**src/rtl/cpu_bus_bridge_pkg.sv**
```systemverilog
// Shared types and address decode for the CPU bus bridge.
package cpu_bus_pkg;

    typedef enum logic [2:0] {
        IDLE,
        MEM,
        IO,
        NULL,
        RESP
    } bus_state_t;

    typedef enum logic [1:0] {
        REG_MEM,
        REG_IO,
        REG_NULL
    } region_t;

    localparam logic [31:0] IO_FAIL_DATA = 32'hFFFF_FFFF;

    // SRAM wins when the address fits in mem_aw bits; the IO page sits at the top of the map.
    function automatic region_t decode_region(input logic [31:0] addr,
                                              input int unsigned mem_aw,
                                              input logic [31:0] io_base);
        region_t r;
        if ((addr >> mem_aw) == 32'd0) begin
            r = REG_MEM;
        end else if (addr >= io_base) begin
            r = REG_IO;
        end else begin
            r = REG_NULL;
        end
        return r;
    endfunction

endpackage

```
**src/rtl/cpu_bus_bridge_if.sv**
```systemverilog
// Signal bundle between the core, the bridge and its SRAM / IO targets.
interface cpu_bus_bridge_if #(
    parameter int DW     = 32,
    parameter int MEM_AW = 16
);
    logic              i_req;
    logic              i_we;
    logic [DW-1:0]     i_addr;
    logic [DW-1:0]     i_wdata;
    logic [DW-1:0]     o_rdata;
    logic              o_ready;
    logic              o_busy;

    logic              o_mem_cs;
    logic              o_mem_we;
    logic [MEM_AW-1:0] o_mem_addr;
    logic [DW-1:0]     o_mem_wdata;
    logic [DW-1:0]     i_mem_rdata;

    logic              o_io_sel;
    logic              o_io_we;
    logic [7:0]        o_io_addr;
    logic [DW-1:0]     o_io_wdata;
    logic [DW-1:0]     i_io_rdata;
    logic              i_io_ack;

    modport slave (
        input  i_req, i_we, i_addr, i_wdata, i_mem_rdata, i_io_rdata, i_io_ack,
        output o_rdata, o_ready, o_busy,
               o_mem_cs, o_mem_we, o_mem_addr, o_mem_wdata,
               o_io_sel, o_io_we, o_io_addr, o_io_wdata
    );

    modport master (
        output i_req, i_we, i_addr, i_wdata, i_mem_rdata, i_io_rdata, i_io_ack,
        input  o_rdata, o_ready, o_busy,
               o_mem_cs, o_mem_we, o_mem_addr, o_mem_wdata,
               o_io_sel, o_io_we, o_io_addr, o_io_wdata
    );
endinterface

```
**src/rtl/cpu_bus_bridge_wait_timer.sv**
```systemverilog
// Loadable 4-bit down-counter; o_done is high while the count sits at zero.
module bus_wait_timer (
    input  logic       i_clk,
    input  logic       i_rst,
    input  logic       i_load,
    input  logic [3:0] i_load_val,
    output logic       o_done
);
    logic [3:0] count_q;
    logic [3:0] count_d;

    always_comb begin
        count_d = count_q;
        if (i_load) begin
            count_d = i_load_val;
        end else if (count_q != 4'd0) begin
            count_d = count_q - 4'd1;
        end
    end

    always_ff @(posedge i_clk) begin
        if (i_rst) begin
            count_q <= 4'd0;
        end else begin
            count_q <= count_d;
        end
    end

    assign o_done = (count_q == 4'd0);

endmodule

```
**src/rtl/cpu_bus_bridge.sv**
```systemverilog
// Services core bus requests against SRAM (fixed wait), an IO page (ack/timeout) or unmapped space.
module cpu_bus_bridge
    import cpu_bus_pkg::*;
#(
    parameter int          DW         = 32,
    parameter int          MEM_AW     = 16,
    parameter int          MEM_WAIT   = 2,
    parameter logic [31:0] IO_BASE    = 32'hFFFF_FF00,
    parameter int          IO_TIMEOUT = 15
) (
    input  logic           i_clk,
    input  logic           i_rst,
    cpu_bus_bridge_if.slave bus
);
    bus_state_t        state_q, state_d;
    logic              armed_q, armed_d;
    logic [DW-1:0]     rdata_q, rdata_d;
    logic [MEM_AW-1:0] addr_q;
    logic              we_q;
    logic [DW-1:0]     wdata_q;

    region_t           region;
    logic              accept;
    logic [3:0]        load_val;
    logic              timer_done;
    logic              mem_phase;
    logic              io_phase;

    assign region = decode_region(bus.i_addr, MEM_AW, IO_BASE);

    // The timer is loaded with (cycles - 1) so done rises on the final wait/timeout cycle.
    bus_wait_timer u_timer (
        .i_clk      (i_clk),
        .i_rst      (i_rst),
        .i_load     (accept),
        .i_load_val (load_val),
        .o_done     (timer_done)
    );

    always_comb begin
        state_d  = state_q;
        rdata_d  = rdata_q;
        accept   = 1'b0;
        load_val = 4'd0;
        armed_d  = armed_q;

        if (!bus.i_req) begin
            armed_d = 1'b1;
        end else if (state_q == RESP) begin
            armed_d = 1'b0;
        end

        case (state_q)
            IDLE: begin
                if (bus.i_req && armed_q) begin
                    accept = 1'b1;
                    case (region)
                        REG_MEM: begin
                            state_d  = MEM;
                            load_val = 4'(MEM_WAIT);
                        end
                        REG_IO: begin
                            state_d  = IO;
                            load_val = 4'(IO_TIMEOUT - 1);
                        end
                        default: state_d = NULL;
                    endcase
                end
            end
            MEM: begin
                if (timer_done) begin
                    state_d = RESP;
                    rdata_d = we_q ? '0 : bus.i_mem_rdata;
                end
            end
            IO: begin
                // Ack takes precedence when it coincides with the timeout cycle.
                if (bus.i_io_ack) begin
                    state_d = RESP;
                    rdata_d = we_q ? '0 : bus.i_io_rdata;
                end else if (timer_done) begin
                    state_d = RESP;
                    rdata_d = DW'(IO_FAIL_DATA);
                end
            end
            NULL: begin
                state_d = RESP;
                rdata_d = '0;
            end
            RESP: begin
                state_d = IDLE;
                rdata_d = '0;
            end
            default: state_d = IDLE;
        endcase
    end

    always_ff @(posedge i_clk) begin
        if (i_rst) begin
            state_q <= IDLE;
            armed_q <= 1'b1;
            rdata_q <= '0;
            addr_q  <= '0;
            we_q    <= 1'b0;
            wdata_q <= '0;
        end else begin
            state_q <= state_d;
            armed_q <= armed_d;
            rdata_q <= rdata_d;
            if (accept) begin
                addr_q  <= bus.i_addr[MEM_AW-1:0];
                we_q    <= bus.i_we;
                wdata_q <= bus.i_wdata;
            end
        end
    end

    assign mem_phase = (state_q == MEM);
    assign io_phase  = (state_q == IO);

    assign bus.o_ready     = (state_q == RESP);
    assign bus.o_rdata     = rdata_q;
    assign bus.o_busy      = (state_q != IDLE);
    assign bus.o_mem_cs    = mem_phase;
    assign bus.o_mem_we    = mem_phase & we_q;
    assign bus.o_mem_addr  = mem_phase ? addr_q : '0;
    assign bus.o_mem_wdata = mem_phase ? wdata_q : '0;
    assign bus.o_io_sel    = io_phase;
    assign bus.o_io_we     = io_phase & we_q;
    assign bus.o_io_addr   = io_phase ? addr_q[7:0] : 8'd0;
    assign bus.o_io_wdata  = io_phase ? wdata_q : '0;

endmodule

```
**src/flat_wrapper.sv**
```systemverilog
// flat-port wrapper written by rule: the top's interface ports become plain ports
module cpu_bus_bridge_flat import cpu_bus_pkg::*;
#(
    parameter int          DW         = 32,
    parameter int          MEM_AW     = 16,
    parameter int          MEM_WAIT   = 2,
    parameter logic [31:0] IO_BASE    = 32'hFFFF_FF00,
    parameter int          IO_TIMEOUT = 15
)
  (i_clk, i_rst, bus_i_req, bus_i_we, bus_i_addr, bus_i_wdata, bus_i_mem_rdata, bus_i_io_rdata, bus_i_io_ack, bus_o_rdata, bus_o_ready, bus_o_busy, bus_o_mem_cs, bus_o_mem_we, bus_o_mem_addr, bus_o_mem_wdata, bus_o_io_sel, bus_o_io_we, bus_o_io_addr, bus_o_io_wdata);
  cpu_bus_bridge_if #(.DW(DW), .MEM_AW(MEM_AW)) bus_i ();
  input  logic i_clk;
  input  logic i_rst;
  input wire logic [$bits(bus_i.i_req)-1:0] bus_i_req;
  input wire logic [$bits(bus_i.i_we)-1:0] bus_i_we;
  input wire logic [$bits(bus_i.i_addr)-1:0] bus_i_addr;
  input wire logic [$bits(bus_i.i_wdata)-1:0] bus_i_wdata;
  input wire logic [$bits(bus_i.i_mem_rdata)-1:0] bus_i_mem_rdata;
  input wire logic [$bits(bus_i.i_io_rdata)-1:0] bus_i_io_rdata;
  input wire logic [$bits(bus_i.i_io_ack)-1:0] bus_i_io_ack;
  output wire logic [$bits(bus_i.o_rdata)-1:0] bus_o_rdata;
  output wire logic [$bits(bus_i.o_ready)-1:0] bus_o_ready;
  output wire logic [$bits(bus_i.o_busy)-1:0] bus_o_busy;
  output wire logic [$bits(bus_i.o_mem_cs)-1:0] bus_o_mem_cs;
  output wire logic [$bits(bus_i.o_mem_we)-1:0] bus_o_mem_we;
  output wire logic [$bits(bus_i.o_mem_addr)-1:0] bus_o_mem_addr;
  output wire logic [$bits(bus_i.o_mem_wdata)-1:0] bus_o_mem_wdata;
  output wire logic [$bits(bus_i.o_io_sel)-1:0] bus_o_io_sel;
  output wire logic [$bits(bus_i.o_io_we)-1:0] bus_o_io_we;
  output wire logic [$bits(bus_i.o_io_addr)-1:0] bus_o_io_addr;
  output wire logic [$bits(bus_i.o_io_wdata)-1:0] bus_o_io_wdata;
  assign bus_i.i_req = bus_i_req;
  assign bus_i.i_we = bus_i_we;
  assign bus_i.i_addr = bus_i_addr;
  assign bus_i.i_wdata = bus_i_wdata;
  assign bus_i.i_mem_rdata = bus_i_mem_rdata;
  assign bus_i.i_io_rdata = bus_i_io_rdata;
  assign bus_i.i_io_ack = bus_i_io_ack;
  assign bus_o_rdata = bus_i.o_rdata;
  assign bus_o_ready = bus_i.o_ready;
  assign bus_o_busy = bus_i.o_busy;
  assign bus_o_mem_cs = bus_i.o_mem_cs;
  assign bus_o_mem_we = bus_i.o_mem_we;
  assign bus_o_mem_addr = bus_i.o_mem_addr;
  assign bus_o_mem_wdata = bus_i.o_mem_wdata;
  assign bus_o_io_sel = bus_i.o_io_sel;
  assign bus_o_io_we = bus_i.o_io_we;
  assign bus_o_io_addr = bus_i.o_io_addr;
  assign bus_o_io_wdata = bus_i.o_io_wdata;
  cpu_bus_bridge #(.DW(DW), .MEM_AW(MEM_AW), .MEM_WAIT(MEM_WAIT), .IO_BASE(IO_BASE), .IO_TIMEOUT(IO_TIMEOUT)) u_core (.i_clk(i_clk), .i_rst(i_rst), .bus(bus_i));
endmodule
```
**config.mk**
```make
export PLATFORM = sky130hd
export DESIGN_NAME = cpu_bus_bridge_flat
export DESIGN_NICKNAME = d
export VERILOG_FILES = /design/src/rtl/cpu_bus_bridge_pkg.sv /design/src/rtl/cpu_bus_bridge_if.sv /design/src/rtl/cpu_bus_bridge_wait_timer.sv /design/src/rtl/cpu_bus_bridge.sv /design/src/flat_wrapper.sv
export SDC_FILE = /design/constraint.sdc
export NUM_CORES = 1
export LEC_CHECK = 0
export BUFFER_PORTS_ARGS = -buffer_cell sky130_fd_sc_hd__buf_2
export CAP_MARGIN = 20
export CORE_MARGIN = 2
export CORE_UTILIZATION = 48
export DETAILED_ROUTE_END_ITERATION = 8
export PLACE_DENSITY = 0.93
export SLEW_MARGIN = 15
export SYNTH_ARGS = -nofsm -noshare
export SYNTH_HDL_FRONTEND = slang
export SYNTH_SLANG_ARGS = --single-unit
```
**constraint.sdc**
```tcl
create_clock -name i_clk -period 4.1 [get_ports i_clk]
set_input_delay 0.205 -clock i_clk [delete_from_list [all_inputs] [get_ports i_clk]]
set_output_delay 0.205 -clock i_clk [all_outputs]
set_load 0.005 [all_outputs]
```
==> results of run 1 <==
-- cells in the final DEF, fill, tap and decap left out, types with 3 or more instances in the layout --
cell type / n
buf_2: 257
nand2_1: 104
dfxtp_1: 89
a21oi_1: 52
and2_1: 49
and3_1: 41
inv_1: 37
nor3_1: 35
o21ai_0: 33
a22oi_1: 32
a211oi_2: 19
a211oi_1: 13
buf_4: 10
clkbuf_8: 9
nand4_1: 7
nor4_1: 5
nand3_1: 3
nor2_1: 3
inv_6: 3
-- cells by family (layout without fill, tap and decap cells) --
logic type | after synthesis | in the layout
muxes | 2 | 2
adders and majority gates | 1 | 1
xor gates and xnor gates | 3 | 3
buffers and inverters | 97 | 322
DFF | 89 | 89
and+or+nand+nor | 259 | 259
AOI/OAI and AO/OA | 155 | 155
-- metrics by stage --
stage	total power, W	util
detailed placement	0.00328	0.619
global placement	0.00322	0.619
floorplan	0.00283	-
finish	0.00388	0.641
global route	0.00418	0.641
CTS	0.00389	0.639
-- layer usage --
metal	share of wire	global-route usage	vias up
met1	0.42	0.288	2338
met5	0	0	-
li1	-	-	2527
met4	0.0095	0.0821	0
met2	0.49	0.422	188
met3	0.073	0.0495	11
-- worst max path at each step --
stage	from	end	slack [ns]
after detailed placement	u_core.u_timer.count_q[0]	u_core.bus.o_rdata[27]	1.49
after global placement	u_core.u_timer.count_q[0]	u_core.bus.o_rdata[27]	1.57
final	u_core.u_timer.count_q[0]	u_core.bus.o_rdata[27]	1.48
after floorplan	u_core.u_timer.count_q[0]	u_core.bus.o_rdata[12]	2.04
after CTS	u_core.u_timer.count_q[0]	u_core.bus.o_rdata[27]	1.47
after global routing	u_core.u_timer.count_q[0]	u_core.bus.o_rdata[27]	1.27
-- registers in the layout (all words and copies together), names as in the netlist --
name                    cells
u_core.u_timer.count_q      4
u_core.armed_q              1
u_core.we_q                 1
u_core.state_q              3
u_core.bus.o_rdata         32
u_core.wdata_q             32
u_core.addr_q              16
-- layout make-up --
type | count | area, um2
Clock buffer | 9 | 124
Clock inverter | 7 | 76.3
Fill cell | 845 | 3440
Inverter | 38 | 143
Multi-Input combinational cell | 420 | 2480
Sequential cell | 89 | 1780
Tap cell | 133 | 166
Timing Repair Buffer | 268 | 1380
-- worst max-delay path: stages (launching register included) --
cell and delay (ns):
dfxtp_1 0.32, inv_1 0.08, ha_1 0.21, or3b_1 0.53
a211oi_4 0.28, buf_4 0.34, or2_1 0.15, buf_4 0.38
a211oi_1 0.16
-- cell usage after synthesis, drive strengths merged --
library cell,count
a22oi,32
buf,18
a311oi,2
dfxtp,89
nor3,38
a211oi,33
a21oi,52
nor3b,2
and2,49
inv,38
clkbuf,41
and3,41
o21ai,33
a311o,1
nand2,104
xnor2,2
nor2b,1
or2,1
mux2i,2
xor2,1
a221oi,1
nor4,5
nand4,7
nand3b,1
or3b,1
nand3,4
nor2,4
nand2b,1
o2bb2ai,1
ha,1
-- power breakdown --
part | internal (W) | total [W] | switching [W]
Clock | 0.000287 | 0.000609 | 0.000322
Combinational | 0.000789 | 0.00200 | 0.00121
Sequential | 0.00110 | 0.00127 | 0.000165
==> results.cfg, run 1 <==
[timing]
rsz0062_at_grt = false
setup_violations = 0
period_minus_slack_ns = 2.62
slew_violations = 0
fin_setup_tns_ns = 0
holdWs_ns = 0.0845
fin_skew_ns = 0.00948
finalHoldViolations = 0
worstMarginPinSlew_ns = 1.02
fin_crit_sh = 0.638
worst_slack_ns = 1.48
clock.fmax_mhz = 382
slew_headroom = 0.321

[detailed_routing]
wire_per_inst_um = 13.9
vias = 5064
drtIter0Drc = 173
firstDrtPassIters = 4
avgViaCountPerCell = 5.25
detail-route-antenna-nets = 0
wirelength_um = 13400
drc_errors = 0

[critical_path]
r2r_end = u_core.bus.o_rdata[27]
end_kind = flop
start_kind = flop
r2r.worst_path.cells = 8
critPathArrivalTime_ns = 2.80
r2r_start = u_core.u_timer.count_q[0]
path_class = flop to flop
worstPathMaxFanout = 33
r2r_slack_ns = 1.48
critPathRequiredTime_ns = 4.28

[logic_synthesis]
ys_warn_count = 0
synth_compound_area_frac = 0.230
synth_mux_area_frac = 0.00428
synth_top_area_frac = 0.381
synth-xor-area-share = 0.00562
yosys-top-cells-area = dfxtp_1 (38%), nand2_1 (8.4%), and2_1 (6.6%)
synth_top_family_by_area = simple AND/OR/NAND/NOR gates
synthAdderAreaFrac = 0.00268
synth_seq_cells = 89
synthesis.area_mm2 = 0.00467
synthCells = 606
synthSimpleGateAreaFrac = 0.280
seq_area_frac_synth = 0.381
synth_cell_type_count = 37
avgSynthCellArea_um2 = 7.71
synth_largest_area_cell = dfxtp_1
syn_nets = 740

[floorplan]
die_w_um = 103
die_area_mm2 = 0.0105
num_rows = 36
core-area_mm2 = 0.00959
num_io_pins = 259
die_h_um = 103
initial_utilization = 0.487

[cts]
hold_buffers = 0
ctsResizeCount = 0
path_clk_slew_ns = 0.09
cts_tree = yes
htreeDepth = 3
cts_root_buffer = clkbuf_8
clkLatencyLatePin_ns = 0.34
cts.sinks = 89
post_cts_buffers = 0
cts_buffers = 9
clock_path_buffers = 2

[global_routing]
grt_max_degree = 88
antenna_found_initial = 0
first_global_vias = 4322
globalRouteOverflowTotal = 0
grt_pass1_wl_um = 20100
grt.total_usage = 0.239

[place]
dp.cells = 947
place_congestion = 0.834
hpwl_um = 9420
io_buffers = 258
pre_cts_ws_ns = 1.49
placed_area_mm2 = 0.00593

[cells_and_area]
drive_gt1_frac = 0.375
stdcell_area_mm2 = 0.00615
insertedDiodeCount = 0
area_growth_pct = 31.7
final_cells = 964
final_nets = 960

[hold_path]
holdPathStages = 3
hp-class = primary input to flop
hold_path_end = u_core.wdata_q[1]
min_from = bus_i_wdata[1]

[pwr]
cellLeakagePower_nw = 3.13
irDropWorstVdd_v = 0.000421
power_density_mw_per_mm2 = 630

[run_status]
run_status = completed

[job]
drv_cap = 0
No activity file was read; power rests on OpenSTA's default activity.
==> run 2, diff against run 1 <==
--- a/config.mk
+++ b/config.mk
@@ -8,9 +8,9 @@
 export BUFFER_PORTS_ARGS = -buffer_cell sky130_fd_sc_hd__buf_2
 export CAP_MARGIN = 20
 export CORE_MARGIN = 2
-export CORE_UTILIZATION = 48
+export CORE_UTILIZATION = 41
 export DETAILED_ROUTE_END_ITERATION = 8
-export PLACE_DENSITY = 0.93
+export PLACE_DENSITY = 0.85
 export SLEW_MARGIN = 15
 export SYNTH_ARGS = -nofsm -noshare
 export SYNTH_HDL_FRONTEND = slang
==> constraint.sdc (replaced) <==
create_clock -name i_clk -period 2.2 [get_ports i_clk]
set_input_delay 0.11 -clock i_clk [delete_from_list [all_inputs] [get_ports i_clk]]
set_output_delay 0.11 -clock i_clk [all_outputs]
set_load 0.005 [all_outputs]
==> results.cfg, run 2 (synthesis gave the netlist of run 1 again) <==
[detailed_routing]
drtIter0Drc = 254
wire_per_inst_um = 14.7
avgViaCountPerCell = 5.17
firstDrtPassIters = 5
vias = 5080
detail-route-antenna-nets = 0
drc_errors = 0
wirelength_um = 14400

[pwr]
sw_frac_of_total = 0.410
cellLeakagePower_nw = 3.24
power_frac_seq = 0.296
combPwrFrac = 0.512
irDropWorstVdd_v = 0.000611
power_density_mw_per_mm2 = 1240
p_switching_w = 0.00324
clockPowerShare = 0.192
internal_power_w = 0.00467

[cts]
htreeDepth = 3
path_clk_slew_ns = 0.06
cts_tree = yes
cts_root_buffer = clkbuf_16
cts.sinks = 89
hold_buffers = 0
cts_buffers = 9
clock_path_buffers = 2
post_cts_buffers = 0
clkLatencyLatePin_ns = 0.33

[place]
hpwl_um = 10600
placed_area_mm2 = 0.00607
io_buffers = 258
place_congestion = 0.860

[cells_and_area]
insertedDiodeCount = 0
fin_util = 0.581
area_growth_pct = 36.6
drive_gt1_frac = 0.383
layout_common_cells = buf_2 (257), nand2_1 (104), dfxtp_1 (89)
multi_input_comb_area_mm2 = 0.00248
final_nets = 972
final_common_cell = buf_2
stdcell_area_mm2 = 0.00638
register_area_mm2 = 0.00178
fill_cells = 1032

[critical_path]
start_kind = flop
end_kind = flop
worstPathMaxFanout = 32
critPathRequiredTime_ns = 2.39
path_class = flop to flop
critPathArrivalTime_ns = 2.24

[global_routing]
first_global_vias = 4616
grt_pass1_wl_um = 22800
antenna_found_initial = 0
grt.total_usage = 0.223
globalRouteOverflowTotal = 0
grt_max_degree = 54

[timing]
worstMarginPinSlew_ns = 0.561
fin_skew_ns = 0.00730
fin_crit_sh = 0.933
rsz0062_at_grt = false
finalHoldViolations = 0
setup_violations = 0
period_minus_slack_ns = 2.05
fin_setup_tns_ns = 0
slew_violations = 0
slew_headroom = 0.626
clock.fmax_mhz = 487

[floorplan]
num_io_pins = 259
core-area_mm2 = 0.0110
initial_utilization = 0.425
num_rows = 38
die_area_mm2 = 0.0123
die_h_um = 111
die_w_um = 111

[job]
drv_cap = 0

[run_status]
run_status = completed

[hold_path]
hp-class = primary input to flop
run 2: power by group through the flow:
stage	clock network (W)	logic (W)	registers, W
5_1_grt	0.00163	0.00449	0.00239
3_5_place_dp	0	0.00402	0.00237
3_3_place_gp	0	0.00394	0.00236
2_1_floorplan	0	0.00299	0.00229
4_1_cts	0.00156	0.00404	0.00234
6_report	0.00152	0.00405	0.00234
run 2: final timing paths:
check	from	end	slack, ns	cells past startpoint
worst min register to register	u_core.addr_q[10]	u_core.addr_q[10]	0.45	2
worst min-delay path	bus_i_req	u_core.armed_q	0.01	2
worst max-delay path	u_core.u_timer.count_q[0]	u_core.bus.o_rdata[22]	0.15	7
worst max register to register	u_core.u_timer.count_q[0]	u_core.bus.o_rdata[22]	0.15	7
run 2: layout make-up:
class,count,share of cell area
tap,140,0.0274
inverter,38,0.0223
timing repair buffer,280,0.235
multi-input combinational,420,0.389
sequential,89,0.279
clock inverter,4,0.00823
clock buffer,12,0.0386
run 2: per-stage QoR:
stage,worst slack (ns),hold slack [ns],total power [W],cells
6_report,0.147,0.0130,0.00791,983
2_1_floorplan,0.145,0.197,0.00528,606
4_1_cts,0.0724,0.000218,0.00795,983
3_3_place_gp,0.107,0.333,0.00629,967
3_5_place_dp,0.00151,0.342,0.00640,967
5_1_grt,0.0106,0.00930,0.00851,983
run 2: worst max-delay path, cell delays in order (launching register included):
cell and delay [ns]:
dfxtp_1 0.31, inv_1 0.08, ha_1 0.20, or3b_4 0.44, a311oi_4 0.37, or2_1 0.20
buf_12 0.22, a211oi_1 0.10
run 2: repair_timing:
| item | in CTS | in global routing |
|---|---|---|
| setup endpoints to repair | 1 | 31 |
| endpoints found under the hold margin | 0 | 0 |
| gates cloned | 0 | 0 |
| gates resized for setup | 1 | 4 |
run 2: layer usage:
metal	track usage	vias up	share of wire
met1	0.269	2304	0.41
met5	0	-	0
li1	-	2553	-
met2	0.403	213	0.51
met3	0.0536	10	0.072
met4	0.0500	0	0.010
